## src/rtl/axi4_burst_slave_mem_if.sv

```systemverilog
// AXI4 full-protocol bundle used between a burst master and axi4_burst_slave_mem.
// Clock and reset are carried as plain ports alongside this interface.
interface axi4_burst_slave_mem_if #(
  parameter int C_DATA_WIDTH = 32,
  parameter int C_ADDR_WIDTH = 7
);
  logic [C_ADDR_WIDTH-1:0]   AWADDR;
  logic [7:0]                AWLEN;
  logic [1:0]                AWBURST;
  logic                      AWVALID;
  logic                      AWREADY;
  logic [C_DATA_WIDTH-1:0]   WDATA;
  logic [C_DATA_WIDTH/8-1:0] WSTRB;
  logic                      WLAST;
  logic                      WVALID;
  logic                      WREADY;
  logic [1:0]                BRESP;
  logic                      BVALID;
  logic                      BREADY;
  logic [C_ADDR_WIDTH-1:0]   ARADDR;
  logic [7:0]                ARLEN;
  logic [1:0]                ARBURST;
  logic                      ARVALID;
  logic                      ARREADY;
  logic [C_DATA_WIDTH-1:0]   RDATA;
  logic [1:0]                RRESP;
  logic                      RLAST;
  logic                      RVALID;
  logic                      RREADY;

  modport master (
    output AWADDR, AWLEN, AWBURST, AWVALID, input AWREADY,
    output WDATA, WSTRB, WLAST, WVALID, input WREADY,
    input BRESP, BVALID, output BREADY,
    output ARADDR, ARLEN, ARBURST, ARVALID, input ARREADY,
    input RDATA, RRESP, RLAST, RVALID, output RREADY
  );

  modport slave (
    input AWADDR, AWLEN, AWBURST, AWVALID, output AWREADY,
    input WDATA, WSTRB, WLAST, WVALID, output WREADY,
    output BRESP, BVALID, input BREADY,
    input ARADDR, ARLEN, ARBURST, ARVALID, output ARREADY,
    output RDATA, RRESP, RLAST, RVALID, input RREADY
  );
endinterface

```

## src/rtl/axi4_burst_slave_mem.sv

```systemverilog
// AXI4 burst slave backed by a register-file memory; INCR and FIXED bursts,
// independent write and read channels with one outstanding transaction each.
module axi4_burst_slave_mem #(
  parameter int C_DATA_WIDTH = 32,
  parameter int C_ADDR_WIDTH = 7
) (
  input logic                    ACLK,
  input logic                    ARESET,
  axi4_burst_slave_mem_if.slave  s_axi
);
  localparam int BYTES = C_DATA_WIDTH / 8;
  localparam int LSB   = $clog2(BYTES);
  localparam int IDX_W = C_ADDR_WIDTH - LSB;
  localparam int DEPTH = 2 ** IDX_W;

  localparam logic [1:0] BURST_FIXED = 2'b00;
  localparam logic [1:0] BURST_INCR  = 2'b01;
  localparam logic [1:0] RESP_OKAY   = 2'b00;
  localparam logic [1:0] RESP_SLVERR = 2'b10;

  typedef enum logic [1:0] {W_IDLE, W_DATA, W_RESP} w_state_t;
  typedef enum logic {R_IDLE, R_DATA} r_state_t;

  logic [C_DATA_WIDTH-1:0] mem [DEPTH];

  w_state_t          w_state;
  logic [IDX_W-1:0]  w_idx;
  logic [7:0]        w_len;
  logic [7:0]        w_beat;
  logic [1:0]        w_burst;
  logic              w_err;
  logic              awready;
  logic              wready;
  logic              bvalid;
  logic [1:0]        bresp;

  r_state_t                r_state;
  logic [IDX_W-1:0]        r_idx;
  logic [7:0]              r_len;
  logic [7:0]              r_beat;
  logic [1:0]              r_burst;
  logic                    arready;
  logic                    rvalid;
  logic                    rlast;
  logic [1:0]              rresp;
  logic [C_DATA_WIDTH-1:0] rdata;

  logic             w_supported;
  logic             w_fire;
  logic             w_last_beat;
  logic             w_mismatch;
  logic [IDX_W-1:0] w_step;
  logic             ar_supported;
  logic [IDX_W-1:0] ar_idx;
  logic [IDX_W-1:0] ar_step;
  logic             r_supported;
  logic [IDX_W-1:0] r_step;
  logic             unused_addr_bits;

  assign w_supported  = (w_burst == BURST_FIXED) || (w_burst == BURST_INCR);
  assign w_fire       = wready && s_axi.WVALID;
  assign w_last_beat  = (w_beat == w_len);
  assign w_mismatch   = (s_axi.WLAST != w_last_beat);
  assign w_step       = IDX_W'(w_burst == BURST_INCR);
  assign ar_supported = (s_axi.ARBURST == BURST_FIXED) || (s_axi.ARBURST == BURST_INCR);
  assign ar_idx       = s_axi.ARADDR[C_ADDR_WIDTH-1:LSB];
  assign ar_step      = IDX_W'(s_axi.ARBURST == BURST_INCR);
  assign r_supported  = (r_burst == BURST_FIXED) || (r_burst == BURST_INCR);
  assign r_step       = IDX_W'(r_burst == BURST_INCR);
  assign unused_addr_bits = ^{s_axi.AWADDR[LSB-1:0], s_axi.ARADDR[LSB-1:0]};

  assign s_axi.AWREADY = awready;
  assign s_axi.WREADY  = wready;
  assign s_axi.BVALID  = bvalid;
  assign s_axi.BRESP   = bresp;
  assign s_axi.ARREADY = arready;
  assign s_axi.RVALID  = rvalid;
  assign s_axi.RLAST   = rlast;
  assign s_axi.RRESP   = rresp;
  assign s_axi.RDATA   = rdata;

  // Memory is never reset; unsupported bursts still consume beats but never write.
  always_ff @(posedge ACLK) begin
    if (!ARESET && w_fire && w_supported) begin
      for (int b = 0; b < BYTES; b++) begin
        if (s_axi.WSTRB[b]) mem[w_idx][8*b +: 8] <= s_axi.WDATA[8*b +: 8];
      end
    end
  end

  always_ff @(posedge ACLK) begin
    if (ARESET) begin
      w_state <= W_IDLE;
      awready <= 1'b0;
      wready  <= 1'b0;
      bvalid  <= 1'b0;
      bresp   <= RESP_OKAY;
      w_idx   <= '0;
      w_len   <= '0;
      w_beat  <= '0;
      w_burst <= BURST_FIXED;
      w_err   <= 1'b0;
    end else begin
      case (w_state)
        W_IDLE: begin
          awready <= 1'b1;
          if (awready && s_axi.AWVALID) begin
            w_idx   <= s_axi.AWADDR[C_ADDR_WIDTH-1:LSB];
            w_len   <= s_axi.AWLEN;
            w_burst <= s_axi.AWBURST;
            w_beat  <= '0;
            w_err   <= 1'b0;
            awready <= 1'b0;
            wready  <= 1'b1;
            w_state <= W_DATA;
          end
        end
        W_DATA: begin
          if (w_fire) begin
            w_err <= w_err | w_mismatch;
            if (w_last_beat) begin
              wready  <= 1'b0;
              bvalid  <= 1'b1;
              bresp   <= (w_err || w_mismatch || !w_supported) ? RESP_SLVERR : RESP_OKAY;
              w_state <= W_RESP;
            end else begin
              w_beat <= w_beat + 8'd1;
              w_idx  <= w_idx + w_step;
            end
          end
        end
        W_RESP: begin
          if (s_axi.BREADY) begin
            bvalid  <= 1'b0;
            awready <= 1'b1;
            w_state <= W_IDLE;
          end
        end
        default: w_state <= W_IDLE;
      endcase
    end
  end

  // r_idx always points at the word the next beat will fetch, so each beat
  // samples the memory before any same-edge write lands.
  always_ff @(posedge ACLK) begin
    if (ARESET) begin
      r_state <= R_IDLE;
      arready <= 1'b0;
      rvalid  <= 1'b0;
      rlast   <= 1'b0;
      rresp   <= RESP_OKAY;
      rdata   <= '0;
      r_idx   <= '0;
      r_len   <= '0;
      r_beat  <= '0;
      r_burst <= BURST_FIXED;
    end else begin
      case (r_state)
        R_IDLE: begin
          arready <= 1'b1;
          if (arready && s_axi.ARVALID) begin
            r_len   <= s_axi.ARLEN;
            r_burst <= s_axi.ARBURST;
            r_beat  <= '0;
            r_idx   <= ar_idx + ar_step;
            rdata   <= ar_supported ? mem[ar_idx] : '0;
            rresp   <= ar_supported ? RESP_OKAY : RESP_SLVERR;
            rlast   <= (s_axi.ARLEN == 8'd0);
            rvalid  <= 1'b1;
            arready <= 1'b0;
            r_state <= R_DATA;
          end
        end
        R_DATA: begin
          if (rvalid && s_axi.RREADY) begin
            if (rlast) begin
              rvalid  <= 1'b0;
              rlast   <= 1'b0;
              arready <= 1'b1;
              r_state <= R_IDLE;
            end else begin
              rdata  <= r_supported ? mem[r_idx] : '0;
              rlast  <= ((r_beat + 8'd1) == r_len);
              r_beat <= r_beat + 8'd1;
              r_idx  <= r_idx + r_step;
            end
          end
        end
        default: r_state <= R_IDLE;
      endcase
    end
  end
endmodule

```

## src/flat_wrapper.sv

```systemverilog
// flat-port wrapper written by rule: the top's interface ports become plain ports
module axi4_burst_slave_mem_flat 
#(
  parameter int C_DATA_WIDTH = 32,
  parameter int C_ADDR_WIDTH = 7
)
  (ACLK, ARESET, s_axi_AWADDR, s_axi_AWLEN, s_axi_AWBURST, s_axi_AWVALID, s_axi_AWREADY, s_axi_WDATA, s_axi_WSTRB, s_axi_WLAST, s_axi_WVALID, s_axi_WREADY, s_axi_BRESP, s_axi_BVALID, s_axi_BREADY, s_axi_ARADDR, s_axi_ARLEN, s_axi_ARBURST, s_axi_ARVALID, s_axi_ARREADY, s_axi_RDATA, s_axi_RRESP, s_axi_RLAST, s_axi_RVALID, s_axi_RREADY);
  axi4_burst_slave_mem_if #(.C_DATA_WIDTH(C_DATA_WIDTH), .C_ADDR_WIDTH(C_ADDR_WIDTH)) s_axi_i ();
  input logic ACLK;
  input logic ARESET;
  input wire logic [$bits(s_axi_i.AWADDR)-1:0] s_axi_AWADDR;
  input wire logic [$bits(s_axi_i.AWLEN)-1:0] s_axi_AWLEN;
  input wire logic [$bits(s_axi_i.AWBURST)-1:0] s_axi_AWBURST;
  input wire logic [$bits(s_axi_i.AWVALID)-1:0] s_axi_AWVALID;
  output wire logic [$bits(s_axi_i.AWREADY)-1:0] s_axi_AWREADY;
  input wire logic [$bits(s_axi_i.WDATA)-1:0] s_axi_WDATA;
  input wire logic [$bits(s_axi_i.WSTRB)-1:0] s_axi_WSTRB;
  input wire logic [$bits(s_axi_i.WLAST)-1:0] s_axi_WLAST;
  input wire logic [$bits(s_axi_i.WVALID)-1:0] s_axi_WVALID;
  output wire logic [$bits(s_axi_i.WREADY)-1:0] s_axi_WREADY;
  output wire logic [$bits(s_axi_i.BRESP)-1:0] s_axi_BRESP;
  output wire logic [$bits(s_axi_i.BVALID)-1:0] s_axi_BVALID;
  input wire logic [$bits(s_axi_i.BREADY)-1:0] s_axi_BREADY;
  input wire logic [$bits(s_axi_i.ARADDR)-1:0] s_axi_ARADDR;
  input wire logic [$bits(s_axi_i.ARLEN)-1:0] s_axi_ARLEN;
  input wire logic [$bits(s_axi_i.ARBURST)-1:0] s_axi_ARBURST;
  input wire logic [$bits(s_axi_i.ARVALID)-1:0] s_axi_ARVALID;
  output wire logic [$bits(s_axi_i.ARREADY)-1:0] s_axi_ARREADY;
  output wire logic [$bits(s_axi_i.RDATA)-1:0] s_axi_RDATA;
  output wire logic [$bits(s_axi_i.RRESP)-1:0] s_axi_RRESP;
  output wire logic [$bits(s_axi_i.RLAST)-1:0] s_axi_RLAST;
  output wire logic [$bits(s_axi_i.RVALID)-1:0] s_axi_RVALID;
  input wire logic [$bits(s_axi_i.RREADY)-1:0] s_axi_RREADY;
  assign s_axi_i.AWADDR = s_axi_AWADDR;
  assign s_axi_i.AWLEN = s_axi_AWLEN;
  assign s_axi_i.AWBURST = s_axi_AWBURST;
  assign s_axi_i.AWVALID = s_axi_AWVALID;
  assign s_axi_AWREADY = s_axi_i.AWREADY;
  assign s_axi_i.WDATA = s_axi_WDATA;
  assign s_axi_i.WSTRB = s_axi_WSTRB;
  assign s_axi_i.WLAST = s_axi_WLAST;
  assign s_axi_i.WVALID = s_axi_WVALID;
  assign s_axi_WREADY = s_axi_i.WREADY;
  assign s_axi_BRESP = s_axi_i.BRESP;
  assign s_axi_BVALID = s_axi_i.BVALID;
  assign s_axi_i.BREADY = s_axi_BREADY;
  assign s_axi_i.ARADDR = s_axi_ARADDR;
  assign s_axi_i.ARLEN = s_axi_ARLEN;
  assign s_axi_i.ARBURST = s_axi_ARBURST;
  assign s_axi_i.ARVALID = s_axi_ARVALID;
  assign s_axi_ARREADY = s_axi_i.ARREADY;
  assign s_axi_RDATA = s_axi_i.RDATA;
  assign s_axi_RRESP = s_axi_i.RRESP;
  assign s_axi_RLAST = s_axi_i.RLAST;
  assign s_axi_RVALID = s_axi_i.RVALID;
  assign s_axi_i.RREADY = s_axi_RREADY;
  axi4_burst_slave_mem #(.C_DATA_WIDTH(C_DATA_WIDTH), .C_ADDR_WIDTH(C_ADDR_WIDTH)) u_core (.ACLK(ACLK), .ARESET(ARESET), .s_axi(s_axi_i));
endmodule
```

## config.mk

```make
export PLATFORM = sky130hd
export DESIGN_NAME = axi4_burst_slave_mem_flat
export DESIGN_NICKNAME = d
export VERILOG_FILES = /design/src/rtl/axi4_burst_slave_mem_if.sv /design/src/rtl/axi4_burst_slave_mem.sv /design/src/flat_wrapper.sv
export SDC_FILE = /design/constraint.sdc
export NUM_CORES = 1
export LEC_CHECK = 0
export CAP_MARGIN = 5
export CORE_MARGIN = 3
export CORE_UTILIZATION = 50
export CTS_CLUSTER_SIZE = 40
export DETAILED_ROUTE_END_ITERATION = 6
export GPL_TIMING_DRIVEN = 1
export PLACE_DENSITY = 0.65
export SETUP_SLACK_MARGIN = 0.05
export SLEW_MARGIN = 10
export SYNTH_ARGS = -nofsm -noshare
export SYNTH_HDL_FRONTEND = slang
export SYNTH_SLANG_ARGS = --single-unit
```

## constraint.sdc

```tcl
create_clock -name ACLK -period 7.1 [get_ports ACLK]
set_input_delay 1.775 -clock ACLK [delete_from_list [all_inputs] [get_ports ACLK]]
set_output_delay 1.775 -clock ACLK [all_outputs]
set_load 0.02 [all_outputs]
```

==> flow_summary.yaml, run 1 <==
yosys:
  synth_ff_type: "edfxtp_1"
  yosysWarnings: 0
  yosys-top-cells-area: "edfxtp_1, mux4_2, mux2i_1"
  synth.distinct_cells: 67
  synth.cells.most_frequent: "edfxtp_1, mux4_2, mux2i_1"
  ys_ff_latch: 1119
  synth_top_cell_by_area: "edfxtp_1"
  seq_area_frac_synth_pct: 63.26
  async_flop_share_pct: 0
  synth_area_per_cell_um2: 17.14
  yosys.area.top_type_share_pct: 59.57
  synth_edf_count: 1024
  synth.most_common_cell: "edfxtp_1"
  synth_area_mm2: 0.05162
  syn_inst: 3011
critical_path:
  cpMostUsedCell: "nand2_1"
  r2r_setup_slack_ns: 3.61
  critPathMaxFanout: 32
  path_cells: "clkdlybuf4s50_1 -> nand2_1 -> nor3_2 -> buf_4 -> nand2_1 -> nor2_1"
  criticalPathCategory: "input pin to flop"
  start_kind: "input pin"
  critPathCaptureType: "flop"
  required_ns: 7.42
  slowest_stage: "nor2_1"
  critPathArrivalTime_ns: 4.52
  reg2reg_depth: 7
  r2r_end: "u_core.s_axi.RDATA[17]"
  max_stage_delay_ns: 1.17
min_path:
  hold_end: "u_core.w_burst[0]"
  hold_depth: 2
  hold_class: "flop to flop"
  worst_hold_startpoint: "u_core.w_burst[0]"
routing:
  dr.pass1.iters: 7
  via_per_inst: 6.970
  drt_iter0_markers: 4346
  wl_per_cell_um: 34.87
  drc: 1
  drt_wl_total_mm: 158.3
  vias: 31640
  ant_nets: 0
clock_tree:
  cts.sinks: 1119
  cts_setup_buffers: 0
  insertion_delay_ns: 0.71
  cts_tree: "built"
  cts_hold_buf: 0
  post_cts_resized: 0
  clockBufferDepth: 3
  clock-root-buffer: "clkbuf_16"
  clk_pin_slew_ns: 0.06
  cts_buffers: 116
  htree_levels: 3
grt:
  grt_max_degree: 104
  grt_antenna_before_repair: 9
  grt_first_pass_wirelength_mm: 225.3
  track_usage_pct: 29.39
  grt-ovfl-total: 0
  grt_pass1_vias: 31960
timing:
  period_needed_ns: 4.205
  hold_slack_ns: 0.4515
  relSlewSlack_pct: 10.65
  finalMaxSlewViolations: 0
  skew_ns: 0.02664
  timing.final.crit_share_pct: 59.23
  hold_viol: 0
  fmax_mhz: 237.8
  fin_tns_setup_ns: 0
  rsz0062_at_grt: "no"
  finalSetupViolations: 0
  worstMarginPinSlew_ns: 1.339
power:
  powerDensity_mw_per_mm2: 254.3
  irDropWorstVdd_mv: 0.2107
  p_leak_nw: 18.16
flow_run:
  max_cap_viol_count: 0
placement:
  place_congestion: 0.8641
  port_buffers: 113
  dp.cells: 4312
  dp_hpwl_mm: 99.57
floorplan:
  num_rows: 117
  core_area_mm2: 0.1022
  dieArea_mm2: 0.1071
  io_pins: 120
  die_h_um: 327.3
  die_w_um: 327.3
  start_util_pct: 50.52
final_layout:
  drive_above_1_share_pct: 23.72
  fillerInstances: 7827
  instances_no_fill: 4539
  area_growth_pct: 12.04
  fin_nets: 3148
run_status:
  failed_checks: "DRC"
  outcome: "finished, violations left"
-- sequential cells by signal, summed over array words and instances (netlist names), 2 cells and up, named ones only --
signal / cells
u_core.w_state: 2
u_core.w_idx: 5
u_core.w_burst: 2
u_core.w_beat: 8
u_core.r_burst: 2
u_core.r_idx: 5
u_core.r_beat: 8
u_core.s_axi.RDATA: 32
u_core.w_len: 8
u_core.mem: 1024
u_core.r_len: 8
-- power breakdown --
part           internal (mW)  switching (mW)
registers               7.21          0.0549
clock network           3.57            2.58
logic                  0.517           0.769
-- final cells by class --
cell class / instances / area [um^2] / share of cell area [%]
diodes: 5 / 12.51 / 0.02163
clock buffers: 156 / 3217 / 5.562
clock inverters: 66 / 645.6 / 1.116
inverters: 9 / 36.28 / 0.06274
multi-input cells: 1643 / 17950 / 31.03
flip-flops and latches: 1119 / 32660 / 56.48
well taps: 1368 / 1712 / 2.959
repair buffers: 173 / 1603 / 2.771
-- logic make-up after synthesis --
| kind of cell | after synthesis | share of synthesized area [%] |
|---|---|---|
| mux | 697 | 23.89 |
| flops | 1119 | 63.26 |
| compound gates | 488 | 6.508 |
| other cells | 1 | 0.007265 |
| xor+xnor | 20 | 0.3394 |
| simple gates | 428 | 3.687 |
| buf+inv | 250 | 2.119 |
| fa+ha+maj | 8 | 0.1939 |
-- worst max path at each step --
stage / start / slack (ns) / endpoint / cells past startpoint
2_1_floorplan: s_axi_ARADDR[2] / 3.35 / u_core.s_axi.RDATA[9] / 8
3_3_place_gp: s_axi_ARADDR[3] / 2.26 / u_core.s_axi.RDATA[10] / 7
3_5_place_dp: s_axi_WVALID / 2.19 / u_core.mem[3][15] / 6
4_1_cts: s_axi_WVALID / 2.93 / u_core.mem[3][11] / 6
5_1_grt: s_axi_RREADY / 2.77 / u_core.s_axi.RDATA[27] / 6
6_report: s_axi_WVALID / 2.89 / u_core.mem[3][14] / 6
-- cells in the final DEF, fill, tap and decap left out, drive strengths merged, types with 8 or more instances in the layout --
master	n
a2111oi	19
a211o	32
a211oi	35
a21oi	84
a221oi	20
a22o	23
a22oi	55
buf	75
bufinv	11
clkbuf	157
clkdlybuf4s50	97
clkinv	43
clkinvlp	10
dfxtp	95
edfxtp	1024
ha	8
inv	11
mux2	60
mux2i	215
mux4	422
nand2	108
nand2b	8
nand3	18
nor2	195
nor2b	29
nor3	28
o21ai	71
o221ai	43
o22ai	82
xnor2	17
-- per-stage QoR --
stage	area [um^2]	total power, mW	util, %	setup WS (ns)
finish	57840	14.71	56.60	2.895
global route	57820	15.10	56.59	2.768
detailed placement	54010	8.686	52.86	2.188
global placement	54010	8.661	52.86	2.259
floorplan	51620	8.179	-	3.353
CTS	57870	14.76	56.64	2.934
-- per-layer routing --
metal | vias up | wire length, um | share of wire [%] | global-route usage (%)
met1 | 16460 | 57000 | 36 | 38.43
met3 | 420 | 17650 | 11 | 7.443
met4 | 8 | 7891 | 5.0 | 13.27
met2 | 2045 | 75680 | 48 | 46.79
li1 | 12700 | - | - | -
met5 | - | 48 | 0.030 | 0
-- critical path, delay by kind of cell --
family	cells	cell delay, ns
buffers and inverters	2	0.71
and+or+nand+nor	4	2.03
Power figures use the tool's default switching activity.
==> inputs of run 2 (changes only) <==
PLACE_DENSITY = 0.68   (was 0.65)
clock period = 3.7 ns   (was 7.1 ns; I/O delays follow)
==> run 2 against run 1 <==
Against the previous run:
- count of clock-buffer cells in the layout down 5
- largest power group unchanged
- total power rose by 92%
- final area rose by 3.5%
- sequential power is 93% higher
- first-iteration DRC count fell by 3.5%
- critical path type is now flop to flop
- sequential share of layout area down 1.9 points
- clock power is 90% higher
- highest routed layer unchanged
- via count rose by 2.6%
- the flow now finishes without violations
==> flow_summary.yaml, run 2 (synthesized netlist as in run 1, its figures left out) <==
floorplan:
  dieArea_mm2: 0.1071
  core_area_mm2: 0.1022
  die_w_um: 327.3
  io_pins: 120
  start_util_pct: 50.52
  die_h_um: 327.3
  num_rows: 117
timing:
  skew_ns: 0.02444
  fin_tns_setup_ns: 0
  finalMaxSlewViolations: 0
  fin_ws_ns: 0.8002
  finalSetupViolations: 0
  hold_viol: 0
  hold_slack_ns: 0.4538
  relSlewSlack_pct: 14.40
  worstMarginPinSlew_ns: 1.280
  period_needed_ns: 2.900
  timing.final.crit_share_pct: 78.37
  rsz0062_at_grt: "no"
  fmax_mhz: 344.8
power:
  powerDensity_mw_per_mm2: 472.3
  irDropWorstVdd_mv: 0.4451
  p_leak_nw: 19.45
clock_tree:
  clock-root-buffer: "clkbuf_16"
  insertion_delay_ns: 0.71
  cts_tree: "built"
  cts.sinks: 1119
  cts_setup_buffers: 0
  post_cts_resized: 0
  htree_levels: 3
  clk_pin_slew_ns: 0.06
  cts_buffers: 114
  clockBufferDepth: 3
  cts_hold_buf: 0
final_layout:
  regArea_mm2: 0.03266
  fin_nets: 3368
  largest_register_ffs: 1024
  mostFrequentLayoutCells: "edfxtp_1, mux4_2, buf_4"
  largest-register: "u_core.mem"
  area_growth_pct: 15.92
  multi_input_area_mm2: 0.01793
  final_util_pct: 58.56
  fin_area_mm2: 0.05983
  fillerInstances: 7665
  drive_above_1_share_pct: 28.02
  layout_commonest_cell: "edfxtp_1"
critical_path:
  r2r_setup_slack_ns: 0.80
  r2r_end: "u_core.mem[15][29]"
  reg2reg_depth: 5
  critPathArrivalTime_ns: 3.28
  critPathCaptureType: "flop"
  start_kind: "flop"
  rr_startpoint: "u_core.w_idx[2]"
  required_ns: 4.08
  critPathMaxFanout: 12
  criticalPathCategory: "flop to flop"
run_status:
  outcome: "complete, no violations"
grt:
  grt_first_pass_wirelength_mm: 226.0
  grt-ovfl-total: 0
  grt_pass1_vias: 32900
  grt_antenna_before_repair: 5
  grt_max_degree: 49
  track_usage_pct: 29.02
placement:
  placed_cell_area_mm2: 0.05602
  place_ws_ns: 0.3569
  dp_hpwl_mm: 101.3
  place_congestion: 0.8682
  port_buffers: 113
min_path:
  hold_class: "flop to flop"
  hold_depth: 2
  hold_end: "u_core.r_burst[0]"
  worst_hold_startpoint: "u_core.r_burst[0]"
routing:
  dr.pass1.iters: 5
  ant_nets: 0
  drc: 0
  vias: 32440
  drt_wl_total_mm: 156.1
  wl_per_cell_um: 32.86
  drt_iter0_markers: 4193
  via_per_inst: 6.830
flow_run:
  max_cap_viol_count: 0
-- run 2: cell count changes in the layout (fill, tap and decap cells not counted), sizes merged --
cell / before / now
buf: 75 / 288
clkdlybuf4s50: 97 / 107
clkinvlp: 10 / 1
clkbuf: 157 / 151
bufinv: 11 / 15
diode: 5 / 2
clkinv: 43 / 44
inv: 11 / 12
-- run 2: report_power, final --
part	leakage [nW]	internal [mW]	switching (mW)	total, mW
sequential	9.97	13.8	0.110	14.0
combinational	7.60	1.11	1.45	2.57
clock	1.88	6.91	4.84	11.7
-- run 2: worst max path at each step --
stage | start | endpoint | slack [ns]
floorplan | s_axi_ARADDR[2] | u_core.s_axi.RDATA[9] | 0.80
global placement | s_axi_ARADDR[2] | u_core.s_axi.RDATA[22] | 0.32
detailed placement | s_axi_ARADDR[2] | u_core.s_axi.RDATA[22] | 0.36
CTS | u_core.s_axi.RDATA[7] | s_axi_RDATA[7] | 0.80
global route | flop | u_core.s_axi.RDATA[28] | 0.81
finish | u_core.w_idx[2] | u_core.mem[15][29] | 0.80
-- run 2: layer usage --
metal  track usage, %  part of all wire, %
met1            38.49                   37
met2            45.87                   47
met3            7.377                   11
met4            12.55                  4.7
met5                0                0.026
-- run 2: final cells by class --
class,count,area share [%]
timing repair buffer,395,6.154
sequential,1119,54.59
antenna,2,0.008364
inverter,9,0.05855
multi-input combinational,1643,29.96
tap,1368,2.861
clock buffer,151,5.169
clock inverter,63,1.200
-- run 2: through the flow --
stage / instances / total power, mW
2_1_floorplan: 3012 / 15.69
4_1_cts: 4748 / 28.38
5_1_grt: 4748 / 29.09
3_5_place_dp: 4534 / 16.75
6_report: 4750 / 28.26
3_3_place_gp: 4534 / 16.70
-- run 2: worst max-delay path: stages (launching register included) --
cell and delay (ns):
dfxtp_1 0.71, nand2_1 0.10, nor2_1 0.62, nand2_1 0.64
nor2_1 0.26, buf_4 0.25
